$ cat config.mk
export PLATFORM = sky130hd
export DESIGN_NAME = mix_columns_iter
export DESIGN_NICKNAME = d
export VERILOG_FILES = /design/src/rtl/mix_columns_iter.sv
export SDC_FILE = /design/constraint.sdc
export NUM_CORES = 1
export LEC_CHECK = 0
export CORE_UTILIZATION = 30
export DETAILED_ROUTE_END_ITERATION = 12
export MAX_ROUTING_LAYER = met4
export RECOVER_POWER = 100
export SYNTH_ARGS = -nofsm -noshare
export SYNTH_HDL_FRONTEND = slang
export SYNTH_SLANG_ARGS = --single-unit
$ cat constraint.sdc
create_clock -name clk -period 4 [get_ports clk]
set_input_delay 1 -clock clk [delete_from_list [all_inputs] [get_ports clk]]
set_output_delay 1 -clock clk [all_outputs]
set_load 0.005 [all_outputs]
$ cat src/rtl/mix_columns_iter.sv
// Iterative AES MixColumns / InvMixColumns engine: COLS_PER_CYCLE columns per clock,
// valid/ready on both sides, result held in the working register until taken.
module mix_columns_iter #(
  parameter int COLS_PER_CYCLE = 1,
  parameter bit INV_EN         = 1
) (
  input  logic         clk,
  input  logic         rst_n,
  input  logic         in_valid,
  output logic         in_ready,
  input  logic [127:0] in_data,
  input  logic         inv,
  output logic         out_valid,
  input  logic         out_ready,
  output logic [127:0] out_data
);

  localparam int N  = 4 / COLS_PER_CYCLE;
  localparam int GW = 32 * COLS_PER_CYCLE;
  localparam int CW = (N > 1) ? $clog2(N) : 1;

  if (COLS_PER_CYCLE != 1 && COLS_PER_CYCLE != 2 && COLS_PER_CYCLE != 4) begin : g_bad_cols
    $fatal(1, "mix_columns_iter: COLS_PER_CYCLE must be 1, 2 or 4");
  end

  // Handshakes: a transfer happens on a rising edge where valid and ready are both 1;
  // the producer holds data stable while valid is high and ready is low.
  typedef enum logic [1:0] {IDLE, BUSY, DONE} state_t;

  state_t         state_q, state_d;
  logic [127:0]   work_q, work_d;
  logic           mode_q, mode_d;
  logic [CW-1:0]  cnt_q, cnt_d;
  logic           out_valid_q, out_valid_d;
  logic [GW-1:0]  grp_in, grp_out;

  function automatic logic [7:0] xt(input logic [7:0] x);
    return {x[6:0], 1'b0} ^ (x[7] ? 8'h1b : 8'h00);
  endfunction

  // Row-0 product; other rows reuse it on a rotated column.
  function automatic logic [7:0] row0(input logic [7:0] a0, input logic [7:0] a1,
                                      input logic [7:0] a2, input logic [7:0] a3,
                                      input logic m);
    logic [7:0] x2 [4];
    logic [7:0] x4 [4];
    logic [7:0] x8 [4];
    x2[0] = xt(a0); x2[1] = xt(a1); x2[2] = xt(a2); x2[3] = xt(a3);
    x4[0] = xt(x2[0]); x4[1] = xt(x2[1]); x4[2] = xt(x2[2]); x4[3] = xt(x2[3]);
    x8[0] = xt(x4[0]); x8[1] = xt(x4[1]); x8[2] = xt(x4[2]); x8[3] = xt(x4[3]);
    if (m)
      return (x8[0] ^ x4[0] ^ x2[0]) ^ (x8[1] ^ x2[1] ^ a1) ^
             (x8[2] ^ x4[2] ^ a2) ^ (x8[3] ^ a3);
    else
      return x2[0] ^ x2[1] ^ a1 ^ a2 ^ a3;
  endfunction

  function automatic logic [31:0] mix_col(input logic [31:0] col, input logic m);
    logic [7:0] a0, a1, a2, a3;
    {a0, a1, a2, a3} = col;
    return {row0(a0, a1, a2, a3, m), row0(a1, a2, a3, a0, m),
            row0(a2, a3, a0, a1, m), row0(a3, a0, a1, a2, m)};
  endfunction

  assign in_ready  = (state_q == IDLE) || ((state_q == DONE) && out_ready);
  assign out_valid = out_valid_q;
  assign out_data  = work_q;

  always_comb begin
    state_d     = state_q;
    work_d      = work_q;
    mode_d      = mode_q;
    cnt_d       = cnt_q;
    out_valid_d = out_valid_q;
    grp_in      = work_q[127 - GW * int'(cnt_q) -: GW];
    grp_out     = '0;
    for (int g = 0; g < COLS_PER_CYCLE; g++)
      grp_out[GW - 1 - 32 * g -: 32] = mix_col(grp_in[GW - 1 - 32 * g -: 32], mode_q);

    case (state_q)
      BUSY: begin
        work_d[127 - GW * int'(cnt_q) -: GW] = grp_out;
        if (cnt_q == CW'(N - 1)) begin
          cnt_d       = '0;
          state_d     = DONE;
          out_valid_d = 1'b1;
        end else begin
          cnt_d = cnt_q + 1'b1;
        end
      end
      DONE: begin
        if (out_ready) begin
          out_valid_d = 1'b0;
          state_d     = IDLE;
        end
      end
      default: ;
    endcase

    // Acceptance from IDLE or the DONE bypass both land here.
    if (in_valid && in_ready) begin
      work_d      = in_data;
      mode_d      = inv & INV_EN;
      cnt_d       = '0;
      state_d     = BUSY;
      out_valid_d = 1'b0;
    end
  end

  always_ff @(posedge clk or negedge rst_n) begin
    if (!rst_n) begin
      state_q     <= IDLE;
      work_q      <= '0;
      mode_q      <= 1'b0;
      cnt_q       <= '0;
      out_valid_q <= 1'b0;
    end else begin
      state_q     <= state_d;
      work_q      <= work_d;
      mode_q      <= mode_d;
      cnt_q       <= cnt_d;
      out_valid_q <= out_valid_d;
    end
  end

endmodule
==> results of run 1 <==
==> logic make-up (layout without fill, tap and decap cells) <==
kind of cell	count (synthesis)	in the layout	share of synthesized area [%]
adder cells (fa/ha/maj)	4	4	0.578
AO/OA/AOI/OAI	283	283	20.4
multiplexers	35	35	8.67
other	0	1	0
AND/OR/NAND/NOR	58	58	2.85
flip-flops	133	133	38.4
XOR/XNOR	198	198	25.5
buffers and inverters	70	340	3.61
==> Yosys cell counts (all sizes together), types with 2 or more instances <==
library cell / number / area (um2)
and2: 2 / 12.5
buf: 19 / 121
nor2: 17 / 66.3
mux2i: 3 / 30.0
a2bb2oi: 6 / 52.6
a22oi: 110 / 826
a21oi: 19 / 95.1
clkbuf: 45 / 169
xnor2: 140 / 1300
inv: 6 / 22.5
nand2: 30 / 113
o21ai: 133 / 666
o21a: 6 / 45.0
nand4: 2 / 12.5
ha: 4 / 50.1
nand3: 2 / 10.0
xor3: 2 / 47.6
dfrtp: 133 / 3330
xor2: 30 / 278
mux4: 32 / 721
nand2b: 2 / 12.5
o2bb2a: 5 / 50.1
xnor3: 26 / 587
==> sequential cells by signal (all words and copies together) (netlist names) <==
signal / count
cnt_q: 2
out_data: 128
mode_q: 1
state_q: 2
==> final timing paths <==
path / startpoint / endpoint / slack [ns]
max: cnt_q[0] / out_data[22] / 0.19
min: out_data[7] / out_data[7] / 0.50
max reg2reg: cnt_q[0] / out_data[22] / 0.19
min reg2reg: out_data[7] / out_data[7] / 0.50
max in group asynchronous: rst_n / cnt_q[0] / 1.69
min in group asynchronous: rst_n / out_data[89] / 1.08
==> metal layers <==
metal	vias to the layer above	GRT usage [%]	wire, um
li1	3375	-	-
met1	3917	31.4	14000
met2	369	38.1	17000
met3	49	3.64	2010
met4	0	8.50	960
met5	-	-	0
==> worst reg2reg max path, delay by kind of cell, from the launching register on <==
family          cells  cell delay [ns]
compound gates      1             0.19
xor+xnor            5             1.65
buf+inv             2             0.45
flops               1             0.59
mux                 1             0.66
simple gates        1             0.13
==> final cells by class <==
class / count / area [um2] / share of cell area [%]
clock buffer: 21 / 470 / 3.79
sequential: 133 / 3330 / 26.8
timing repair buffer: 302 / 2960 / 23.8
antenna: 1 / 2.50 / 0.0201
clock inverter: 11 / 125 / 1.01
multi-input combinational: 578 / 5040 / 40.6
tap: 378 / 473 / 3.81
inverter: 6 / 22.5 / 0.181
==> metrics by stage <==
stage	cells	utilization, %	setup slack (ns)	cell area [um2]	hold WS, ns
6_report	1430	44.2	0.188	12400	0.504
3_5_place_dp	1397	42.3	0.186	11900	0.497
4_1_cts	1429	44.5	0.168	12500	0.512
2_1_floorplan	781	-	0.756	8660	0.490
5_1_grt	1430	44.2	0.0166	12400	0.545
3_3_place_gp	1397	42.3	0.264	11900	0.492
==> results.json, run 1 <==
{
  "area.growth.synth_to_final_pct": 43.5,
  "setup_viol": 0,
  "cp_data_arrival_time_ns": 4.07,
  "critical-path-max-stage-delay_ns": 0.66,
  "worst_setup_path_end_kind": "flop",
  "timing_hold_violations_final": 0,
  "cts_buffers": 17,
  "cts-htree-levels": 4,
  "die_x_um": 172,
  "rsz_0062_raised_after_global_routing": "no",
  "cts_root_buffer": "clkbuf_16",
  "violated_checks": "max-capacitance violations, max-slew violations",
  "post_route_cells_drive_above_1_share_pct": 10.8,
  "report.final.slew_viol_count": 71,
  "detailed_place_hpwl_um": 25600,
  "worst_slew_pin_slew_ns": 1.86,
  "cp.required_ns": 4.26,
  "final_critical_path_required_period_ns": 3.81,
  "grt_first_pass_wirelength_um": 50400,
  "synth.ff_latch_count": 133,
  "core_region_area_um2": 28100,
  "worst_setup_path_start_kind": "flop",
  "synthesis.yosys.warnings": 0,
  "critPathMaxFanout": 20,
  "postSynthAreaPerCell_um2": 11.1,
  "cts_tree": "done",
  "vias": 7710,
  "synth_seq_area_share_pct": 38.4,
  "cts_sinks": 133,
  "synthesis.area_um2": 8660,
  "numPortBuffers": 262,
  "synthArstFlopShare_pct": 100,
  "post_cts_resize_count": 0,
  "total_number_of_cells_along_the_worst_setup_path": 10,
  "dr.first_iter.drc_count": 635,
  "num-nets-final": 1175,
  "final_common_cell": "xnor2_1",
  "die_h_um": 172,
  "cts_hold_buf": 0,
  "via_count_of_the_first_global_routing_pass": 7866,
  "crit_top_cell": "xnor2_1",
  "cap_viol_max_count": 1,
  "most-common-layout-cells": "xnor2_1, dlygate4sd3_1, dfrtp_1",
  "antenna_left": 0,
  "worst_setup_hold_path_clk_slew_ns": 0.06,
  "timing.hold.worst_path_depth": 2,
  "first_pass_iters": 5,
  "timing.hold.worst.class": "reg2reg",
  "clk_latency_ns": 0.42,
  "synthCells": 781,
  "grt_max_degree": 72,
  "global_route.usage.total_pct": 24.1,
  "fp.dieArea_um2": 29600,
  "detail_route.wirelength_um": 34100,
  "cpMaxStageDelayCell": "mux4_2",
  "grt_antenna_before_repair": 1,
  "ctsLongestPathBuffers": 2,
  "result_of_the_run": "complete, but fails checks",
  "timing.clock.skew_ns": 0.0101,
  "drcViolationCount": 0,
  "critical_path.top_delay_family": "XOR/XNOR gates",
  "finalCritPeriodShare_pct": 95.3,
  "globalplace.congestion": 0.889,
  "floorplan.initialDensity_pct": 30.8,
  "synth_top_flop_cell": "dfrtp_1",
  "row_count": 61,
  "path_cells": "buf_12, buf_4, mux4_2, xnor2_2, xnor2_1, xnor3_1, nand2_1, xnor2_1, xnor2_1, o21ai_0",
  "fillerInstances": 2653,
  "cts_post_setup_buffers_inserted": 0,
  "ys_types": 38,
  "synth_edf_count": 0,
  "vias_per_cell": 5.39,
  "criticalPathCategory": "reg2reg",
  "leftover_overflow_at_the_end_of_global_routing": 0,
  "postSynthNetCount": 918,
  "relSlewSlack_pct": -24.0,
  "boundaryPins": 263,
  "finalSetupTns_ns": 0,
  "cp_num_buf_inv": 2,
  "routedWlPerCell_um": 23.8,
  "fmax_mhz": 262,
  "worst-r2r-cell-count": 10
}
Power of run 1 is left out: the tool's default activity adds up to more than one toggle a clock period on the data nets, which glitch-free logic cannot reach.
==> run 2: changes to the inputs <==
--- a/config.mk
+++ b/config.mk
@@ -9,6 +9,7 @@
 export DETAILED_ROUTE_END_ITERATION = 12
 export MAX_ROUTING_LAYER = met4
 export RECOVER_POWER = 100
+export SETUP_SLACK_MARGIN = 0.02
 export SYNTH_ARGS = -nofsm -noshare
 export SYNTH_HDL_FRONTEND = slang
 export SYNTH_SLANG_ARGS = --single-unit
==> results of run 2 <==
The final DEF is identical to that of run 1; final timing and power are the same.
Power of run 2 is left out for the same reason.
